[src/rtl/muldiv_execution_unit_pkg.sv]
// Core-wide shared types for the out-of-order pipeline: reservation-station entry, CDB lane, M-extension op/state enums.
package oops_structs;

  localparam int OOPS_XLEN              = 32;
  localparam int ROB_TAG_W              = 5;
  localparam int MULDIV_MAX_MUL_LATENCY = 8;

  // Encoding matches RV32M funct3 so the decoder can pass it straight through.
  typedef enum logic [2:0] {
    MD_MUL    = 3'd0,
    MD_MULH   = 3'd1,
    MD_MULHSU = 3'd2,
    MD_MULHU  = 3'd3,
    MD_DIV    = 3'd4,
    MD_DIVU   = 3'd5,
    MD_REM    = 3'd6,
    MD_REMU   = 3'd7
  } muldiv_op_t;

  typedef enum logic [1:0] {
    IDLE = 2'd0,
    MUL  = 2'd1,
    DIV  = 2'd2,
    DONE = 2'd3
  } muldiv_state_t;

  typedef struct packed {
    muldiv_op_t            op;
    logic [OOPS_XLEN-1:0]  val1;
    logic [OOPS_XLEN-1:0]  val2;
    logic [ROB_TAG_W-1:0]  rob_dest;
  } reservation_station_element_t;

  typedef struct packed {
    logic                  valid;
    logic [OOPS_XLEN-1:0]  data;
    logic [ROB_TAG_W-1:0]  ROB_dest;
  } common_data_lane_t;

endpackage

[src/rtl/muldiv_execution_unit_divider.sv]
// Iterative radix-2 restoring divider on unsigned operands, one quotient bit per cycle.
// done is high during the last iteration; quotient_nxt/remainder_nxt then carry the final values.
module radix2_divider #(
  parameter int XLEN = 32
) (
  input  logic            clk,
  input  logic            rst,
  input  logic            start,
  input  logic            abort,
  input  logic [XLEN-1:0] dividend,
  input  logic [XLEN-1:0] divisor,
  output logic            done,
  output logic [XLEN-1:0] quotient_nxt,
  output logic [XLEN-1:0] remainder_nxt
);

  localparam int CW = $clog2(XLEN + 1);

  logic [XLEN-1:0] quo_r;
  logic [XLEN-1:0] rem_r;
  logic [XLEN-1:0] dvs_r;
  logic [CW-1:0]   cnt_r;
  logic [XLEN:0]   rem_sh;
  logic [XLEN:0]   diff;

  // Partial remainder needs one extra bit: 2*rem+1 can exceed XLEN bits.
  always_comb begin
    rem_sh = {rem_r, quo_r[XLEN-1]};
    diff   = rem_sh - {1'b0, dvs_r};
    if (!diff[XLEN]) begin
      remainder_nxt = diff[XLEN-1:0];
      quotient_nxt  = {quo_r[XLEN-2:0], 1'b1};
    end else begin
      remainder_nxt = rem_sh[XLEN-1:0];
      quotient_nxt  = {quo_r[XLEN-2:0], 1'b0};
    end
  end

  assign done = (cnt_r == CW'(1));

  always_ff @(posedge clk or posedge rst) begin
    if (rst) begin
      quo_r <= '0;
      rem_r <= '0;
      dvs_r <= '0;
      cnt_r <= '0;
    end else if (abort) begin
      cnt_r <= '0;
    end else if (start) begin
      quo_r <= dividend;
      rem_r <= '0;
      dvs_r <= divisor;
      cnt_r <= CW'(XLEN);
    end else if (cnt_r != '0) begin
      quo_r <= quotient_nxt;
      rem_r <= remainder_nxt;
      cnt_r <= cnt_r - CW'(1);
    end
  end

endmodule

[src/rtl/muldiv_execution_unit.sv]
// RV32M multiply/divide execution unit: fixed-latency multiply, iterative divide, result held until CDB grant.
// Optional `MULDIV_EARLY_OUT_EN: trivial operands (zero, divide-by-zero, signed overflow) finish in one cycle.
module muldiv_execution_unit
  import oops_structs::*;
#(
  parameter int XLEN        = OOPS_XLEN,
  parameter int MUL_LATENCY = 3
) (
  input  logic                          clk,
  input  logic                          rst,
  input  logic                          flush_i,
  input  logic                          vld_i,
  output logic                          rdy_i,
  input  reservation_station_element_t  data_i,
  input  logic                          gnt_i,
  output common_data_lane_t             data_o
);

  if (MUL_LATENCY < 1 || MUL_LATENCY > MULDIV_MAX_MUL_LATENCY) begin : g_bad_latency
    $error("muldiv_execution_unit: MUL_LATENCY must be within 1..%0d", MULDIV_MAX_MUL_LATENCY);
  end
  if (XLEN != OOPS_XLEN || XLEN % 8 != 0) begin : g_bad_xlen
    $error("muldiv_execution_unit: XLEN must match the shared lane width and be a multiple of 8");
  end

  localparam logic [XLEN-1:0] INT_MIN = {1'b1, {(XLEN-1){1'b0}}};

  muldiv_state_t         state;
  muldiv_op_t            op_q;
  logic [XLEN-1:0]       a_q;
  logic [XLEN-1:0]       b_q;
  logic [ROB_TAG_W-1:0]  rob_q;
  logic [3:0]            cnt_q;
  logic                  accept;
  logic                  div_start;
  logic                  div_done;
  logic [XLEN-1:0]       div_a_abs;
  logic [XLEN-1:0]       div_b_abs;
  logic [XLEN-1:0]       quo_nxt;
  logic [XLEN-1:0]       rem_nxt;
  logic                  early_out;
  logic [XLEN-1:0]       early_res;

  function automatic logic is_signed_div(input muldiv_op_t op);
    return (op == MD_DIV) || (op == MD_REM);
  endfunction

  function automatic logic [XLEN-1:0] mul_result(input muldiv_op_t op,
                                                 input logic [XLEN-1:0] a,
                                                 input logic [XLEN-1:0] b);
    logic [2*XLEN-1:0] a_ext;
    logic [2*XLEN-1:0] b_ext;
    logic [2*XLEN-1:0] prod;
    a_ext = (op == MD_MULH || op == MD_MULHSU) ? {{XLEN{a[XLEN-1]}}, a} : {{XLEN{1'b0}}, a};
    b_ext = (op == MD_MULH) ? {{XLEN{b[XLEN-1]}}, b} : {{XLEN{1'b0}}, b};
    prod  = a_ext * b_ext;
    return (op == MD_MUL) ? prod[XLEN-1:0] : prod[2*XLEN-1:XLEN];
  endfunction

  // q/r are the unsigned magnitudes; overflow falls out naturally since -INT_MIN wraps to INT_MIN.
  function automatic logic [XLEN-1:0] div_fix(input muldiv_op_t op,
                                              input logic [XLEN-1:0] a,
                                              input logic [XLEN-1:0] b,
                                              input logic [XLEN-1:0] q,
                                              input logic [XLEN-1:0] r);
    logic is_rem;
    logic a_neg;
    logic b_neg;
    is_rem = (op == MD_REM) || (op == MD_REMU);
    a_neg  = is_signed_div(op) & a[XLEN-1];
    b_neg  = is_signed_div(op) & b[XLEN-1];
    if (b == '0) return is_rem ? a : '1;
    if (is_rem) return a_neg ? -r : r;
    return (a_neg ^ b_neg) ? -q : q;
  endfunction

  assign rdy_i  = (state == IDLE) && !flush_i;
  assign accept = vld_i && rdy_i;

  always_comb begin
    early_out = 1'b0;
    early_res = '0;
`ifdef MULDIV_EARLY_OUT_EN
    if (data_i.op[2]) begin
      early_out = (data_i.val2 == '0) ||
                  (is_signed_div(data_i.op) && data_i.val1 == INT_MIN && data_i.val2 == '1);
      early_res = div_fix(data_i.op, data_i.val1, data_i.val2, INT_MIN, '0);
    end else begin
      early_out = (data_i.val1 == '0) || (data_i.val2 == '0);
    end
`endif
  end

  always_comb begin
    div_a_abs = data_i.val1;
    div_b_abs = data_i.val2;
    if (is_signed_div(data_i.op) && data_i.val1[XLEN-1]) div_a_abs = -data_i.val1;
    if (is_signed_div(data_i.op) && data_i.val2[XLEN-1]) div_b_abs = -data_i.val2;
  end

  assign div_start = accept && data_i.op[2] && !early_out;

  radix2_divider #(.XLEN(XLEN)) u_divider (
    .clk           (clk),
    .rst           (rst),
    .start         (div_start),
    .abort         (flush_i),
    .dividend      (div_a_abs),
    .divisor       (div_b_abs),
    .done          (div_done),
    .quotient_nxt  (quo_nxt),
    .remainder_nxt (rem_nxt)
  );

  // cnt_q counts cycles since accept, so MUL reaches DONE exactly MUL_LATENCY cycles later.
  always_ff @(posedge clk or posedge rst) begin
    if (rst) begin
      state  <= IDLE;
      op_q   <= MD_MUL;
      a_q    <= '0;
      b_q    <= '0;
      rob_q  <= '0;
      cnt_q  <= '0;
      data_o <= '0;
    end else if (flush_i) begin
      state        <= IDLE;
      data_o.valid <= 1'b0;
    end else begin
      case (state)
        IDLE: begin
          if (vld_i) begin
            op_q  <= data_i.op;
            a_q   <= data_i.val1;
            b_q   <= data_i.val2;
            rob_q <= data_i.rob_dest;
            cnt_q <= 4'd1;
            if (early_out) begin
              state  <= DONE;
              data_o <= '{valid: 1'b1, data: early_res, ROB_dest: data_i.rob_dest};
            end else if (data_i.op[2]) begin
              state <= DIV;
            end else if (MUL_LATENCY == 1) begin
              state  <= DONE;
              data_o <= '{valid: 1'b1,
                          data: mul_result(data_i.op, data_i.val1, data_i.val2),
                          ROB_dest: data_i.rob_dest};
            end else begin
              state <= MUL;
            end
          end
        end
        MUL: begin
          if (cnt_q == 4'(MUL_LATENCY - 1)) begin
            state  <= DONE;
            data_o <= '{valid: 1'b1, data: mul_result(op_q, a_q, b_q), ROB_dest: rob_q};
          end else begin
            cnt_q <= cnt_q + 4'd1;
          end
        end
        DIV: begin
          if (div_done) begin
            state  <= DONE;
            data_o <= '{valid: 1'b1, data: div_fix(op_q, a_q, b_q, quo_nxt, rem_nxt), ROB_dest: rob_q};
          end
        end
        DONE: begin
          if (gnt_i) begin
            state        <= IDLE;
            data_o.valid <= 1'b0;
          end
        end
        default: state <= IDLE;
      endcase
    end
  end

endmodule
[config.mk]
export PLATFORM = sky130hd
export DESIGN_NAME = muldiv_execution_unit
export DESIGN_NICKNAME = d
export VERILOG_FILES = /design/src/rtl/muldiv_execution_unit_pkg.sv /design/src/rtl/muldiv_execution_unit_divider.sv /design/src/rtl/muldiv_execution_unit.sv
export SDC_FILE = /design/constraint.sdc
export NUM_CORES = 2
export LEC_CHECK = 0
export ABC_AREA = 1
export CAP_MARGIN = 20
export CORE_MARGIN = 3
export CORE_UTILIZATION = 40
export CTS_BUF_LIST = sky130_fd_sc_hd__clkbuf_2 sky130_fd_sc_hd__clkbuf_4 sky130_fd_sc_hd__clkbuf_8
export DETAILED_ROUTE_END_ITERATION = 8
export HOLD_SLACK_MARGIN = 0.1
export PLACE_DENSITY_LB_ADDON = 0.25
export SLEW_MARGIN = 20
export SYNTH_ARGS = -nofsm -noshare
export SYNTH_HDL_FRONTEND = slang
export SYNTH_HIERARCHICAL = 1
export SYNTH_SLANG_ARGS = --single-unit
[constraint.sdc]
create_clock -name clk -period 13.35 [get_ports clk]
set_clock_uncertainty 0.05 [all_clocks]
set_input_delay 2.67 -clock clk [delete_from_list [all_inputs] [get_ports clk]]
set_output_delay 2.67 -clock clk [all_outputs]
set_load 0.1 [all_outputs]
[Yosys cells after proc, flatten, opt, wreduce, memory -nomap -nowiden]
Cells that the tools add are included.
Operators by class
  div/mod/pow operators: 0
  multiplexer cells: 46
  reduce and logical (&&, ||, !) cells: 25
  shifts and indexed selects: 0
  bitwise operators: 4
  order comparisons: 0
  equality and inequality tests: 21
  $add $sub $neg: 7
  $mul: 1
Operators by type and width (count)
  $mux 32: 15
  $mux 64: 2
  $neg 32->32: 4
  $mux 38: 2
  $pmux 37 s2: 1
  $mul 64x64->64: 1
  $sub 33x32->33: 1
  $logic_not 32->1: 1
  $mux 6: 3
  $reduce_and 4->1: 4
  $eq 3x3->1 const B: 5
  $mux 1: 12
  $mux 2: 6
  $ne 3x3->1 const B: 4
  $ne 2x2->1 const B: 5
  $mux 4: 2
  $pmux 2 s4: 1
  $pmux 4 s2: 1
  $eq 6x1->1 const B: 1
  $reduce_bool 2->1: 3
  $reduce_bool 6->1: 1
  $sub 6x1->6 const B: 1
  $logic_and 1x1->1: 5
  $add 4x1->4 const B: 1
  other kinds (16): 22
Word-level totals
  memories: 0
  bits in writable memories: 0
  latch bits: 0
  memory bits (read-only): 0
  output and inout bits: 39
  register bits: 218
  logic and storage cells: 117
  input bits: 77

[Longest topological paths before layout]
  word-level depth: 14
  mapped depth: 43
  depth with buffers taken out: 43

[Hierarchy]
Netlist, hierarchy kept.
Modules (own cells, without submodules)
  muldiv_execution_unit: instances 1, area each 58925.3 µm², seq. area each 2902.8 µm², cells each 7516
  radix2_divider: instances 1, area each 7707.4 µm², seq. area each 2552.4 µm², cells each 1202

[Least setup slack after synthesis]
No wires, ideal clock.
  kind: register to register
  start point: register op_q[2]
  end point: register data_o[36] in the netlist's numbering
  library setup time: 122 ps
  data required time: 13178 ps
  buffers on the path: 1
  arrival time: 8790 ps
  slack: 4388 ps
  period minus slack after synthesis: 8962 ps
  cell stages (with the launch flop): 37
  cell sequence: dfrtp_1 -> inv_1 -> nand2_1 -> nor2_4 -> nand2_4 -> inv_4 -> clkbuf_1 -> nand2_1 -> fa_1 -> fa_1 -> inv_1 -> fa_1 -> fa_1 -> fa_1 -> fa_1 -> fa_1 -> inv_1 -> fa_1 -> inv_1 -> fa_1 -> inv_1 -> fa_1 -> inv_1 -> ha_1 -> inv_1 -> nor3_1 -> nand2_1 -> nor3_1 -> nand2_1 -> nand3_1 -> nand2_1 -> nand2_1 -> nand2_1 -> nand2_1 -> nand2_1 -> nand2_1 -> a21oi_1
Between the ends
  word-level cells in the longest chain between the ends: 11
  elaborated cells on any way between the ends: 31
  classes of those cells: mul: 1; eq/ne: 5; mux: 18; bitwise: 3; reduce/logical: 4
RTL lines
  start: declaration: line muldiv_execution_unit.sv:29  | muldiv_op_t op_q;
  start signal: assignment: line muldiv_execution_unit.sv:132  | op_q <= data_i.op;
  parallel branches: the longest is 10 deep, another holds $mul 64x64->64
  $pmux 37 s2 (*): line muldiv_execution_unit.sv:129  | case (state)
  end signal: assignment: line muldiv_execution_unit.sv:139  | data_o <= '{valid: 1'b1, data: early_res, ROB_dest: data_i.rob_dest};
  end signal: assignment: line muldiv_execution_unit.sv:144  | data_o <= '{valid: 1'b1,
  end signal: assignment: line muldiv_execution_unit.sv:163  | data_o <= '{valid: 1'b1, data: div_fix(op_q, a_q, b_q, quo_nxt, rem_nxt), ROB_dest: rob_q};
  end: declaration: line muldiv_execution_unit.sv:16  | output common_data_lane_t data_o
Every way passes the cells marked *. The select of a mux whose other input is x is not followed.
A chain may end at the register's enable or synchronous reset.

[Worst setup path in the final report]
  start point: register op_q[2]
  end point: register data_o[31] in the netlist's numbering
The elaborated chain is that of the path after synthesis.

==> results.toml <==
[status]
status = "finished clean"

[clocking]
clock_sinks = 218
cts_tree = "done"
post-cts-setup-buffer-count = 0
numCtsBuffers = 48
cts_hold_buf = 0
insertion_delay_ns = 0.76
cts_buffer_depth = 3
path_clk_slew_ns = 0.06
clockRootBuffer = "clkbuf_8"
postCtsResizedCells = 0
h-tree-depth = 2

[floorplan]
ioPinCount = 116
initial_core_util = 0.403
core_area_um2 = 165000
num_rows = 149
die_area_um2 = 172000
fp.dieW_um = 414
die_y_um = 414

[global_routing]
grt_pass1_wl_mm = 376
antenna_found_initial = 15
grt_pass1_vias = 59046
grt_usage = 0.294
gr-total-overflow = 0
grt_max_degree = 93

[worst_setup_path]
critical_path_class = "flop to flop"
required_ns = 13.94
critPathSlowestCell = "fa_1"
cpMostUsedCell = "fa_1"
slowest_delay_ns = 1.13
worstPathArrival_ns = 11.44
cp-end-kind = "flop"
path_buf_inv = 6
cp_top_family = "adder cells"
cp-start-kind = "flop"
cp_max_fo = 23

[sta]
slew_headroom = 0.229
grt_setup_unrepaired = "no"
final_hold_viol_count = 0
setup_tns_ns = 0
fmax_mhz = 92.2
setup_violations = 0
fin_crit_sh = 0.813
worst_pin_slew_ns = 1.16
final_max_slew_viol_count = 0
finalCriticalPeriod_ns = 10.85
fin_ws_ns = 2.50

[logic_synthesis]
synth-edff-count = 0
ys_seq_elements = 218
syn-num-nets = 10567
yosys-top-cells-area = "fa_1 43%, inv_1 14%, nand2_1 12%"
avgSynthCellArea_um2 = 7.64
yosysSeqAreaShare = 0.0819
synth.distinct_cells = 62
netlist_area_um2 = 66600
syn_inst = 8718
ys_warn_count = 6
synth_common_cells = "2,459 x inv_1, 2,168 x nand2_1, 1,420 x fa_1"
synth-main-ff-cell = "dfrtp_1"
synthArstFlopShare = 1.00
synth_top_area_frac = 0.427
synth.most_common_cell = "inv_1"
yosys.area.top_type = "fa_1"

[cells_and_area]
final_area_um2 = 71000
final.fill_count = 17088
stdcell_count = 10830
area.sequential_um2 = 5460
multiInputGateArea_um2 = 50200
drive_gt1_frac = 0.0431
synthToLayoutAreaGrowth_pct = 6.50
final_net_count = 10447

[worst_hold_path]
hold_class = "flop to flop"

[job]
maxCapViolCount = 0

[placement]
placedInstanceArea_um2 = 69700
hpwl_mm = 208
gp_congestion = 0.974
dp_worst_setup_slack_ns = 2.57
portBuffers = 115
dp_cells = 10736

[detailed_routing]
drcViolationCount = 0
drt_iter0_drc = 4541
dr.pass1.iters = 7
wirelength_mm = 248
drtAntennaViolNets = 0
wl_per_cell_um = 22.9
via_per_inst = 5.12
num_vias = 55465
-- cells by family (layout without fill, tap and decap cells) --
kind of cell,Yosys count,in the layout,share of synthesized area
AOI/OAI and AO/OA,565,565,0.0481
xor gates and xnor gates,119,119,0.0156
adders and majority gates,1772,1772,0.493
buffers and inverters,2873,2793,0.166
DFF,218,218,0.0819
muxes,12,12,0.00203
other,0,3,0
and+or+nand+nor,3159,3159,0.194
-- flip-flops by register name (all words and copies together) (netlist names) --
name,flops
state,2
op_q,3
b_q,32
u_divider/quo_r,32
u_divider/cnt_r,6
a_q,32
rob_q,5
u_divider/rem_r,32
u_divider/dvs_r,32
data_o,38
cnt_q,4
-- area by class of cell --
cell class | count | area share
multi-input combinational | 5627 | 0.707
inverter | 2483 | 0.131
sequential | 218 | 0.0770
tap | 2189 | 0.0386
timing repair buffer | 220 | 0.0278
clock buffer | 66 | 0.0124
clock inverter | 24 | 0.00532
antenna | 3 | 0.000106
-- worst register-to-register path, delay by kind of cell (launching register included) --
kind / cells / cell delay (ns)
AOI/OAI and AO/OA: 6 / 1.38
adders and majority gates: 11 / 6.80
buffers and inverters: 6 / 0.79
DFF: 1 / 0.42
and+or+nand+nor: 9 / 1.34
-- path summary, 6_finish.rpt --
kind | start | endpoint | slack (ns) | cells past startpoint
max in group asynchronous | rst | a_q[22]$_DFFE_PP0P_ | 9.14 | 3
hold / removal | rob_q[2]$_DFFE_PP0P_ | data_o[2]$_DFFE_PP0P_ | 0.43 | 2
setup / recovery | op_q[2]$_DFFE_PP0P_ | data_o[31]$_DFFE_PP0P_ | 2.50 | 32
setup reg to reg | op_q[2]$_DFFE_PP0P_ | data_o[31]$_DFFE_PP0P_ | 2.50 | 32
min in group asynchronous | rst | u_divider/quo_r[7]$_DFFE_PP0P_ | 2.48 | 2
hold reg to reg | rob_q[2]$_DFFE_PP0P_ | data_o[2]$_DFFE_PP0P_ | 0.43 | 2
-- placed cells by master, fill, tap and decap left out, types with 91 or more instances in the layout --
master	instances
o21ai_0	164
buf_4	103
a21oi_1	220
nand2_1	2166
dfrtp_1	213
nor2_1	471
nand3_1	263
ha_1	352
clkdlybuf4s50_1	115
fa_1	1420
xor2_1	91
inv_1	2456
-- stage by stage --
step                 util  hold slack, ns
floorplan               -           0.394
global route        0.430           0.436
finish              0.430           0.426
CTS                 0.429           0.429
detailed placement  0.422           0.415
global placement    0.422           0.401
-- layer usage --
layer	part of all wire	track usage	vias to the layer above
met5	0.00019	0	-
met4	0.063	0.148	6
met3	0.068	0.0397	521
met2	0.46	0.483	2136
met1	0.41	0.381	28128
li1	-	-	24674
Power is left out: the tool's default activity adds up to more than one toggle a clock period on the data nets, which glitch-free logic cannot reach.
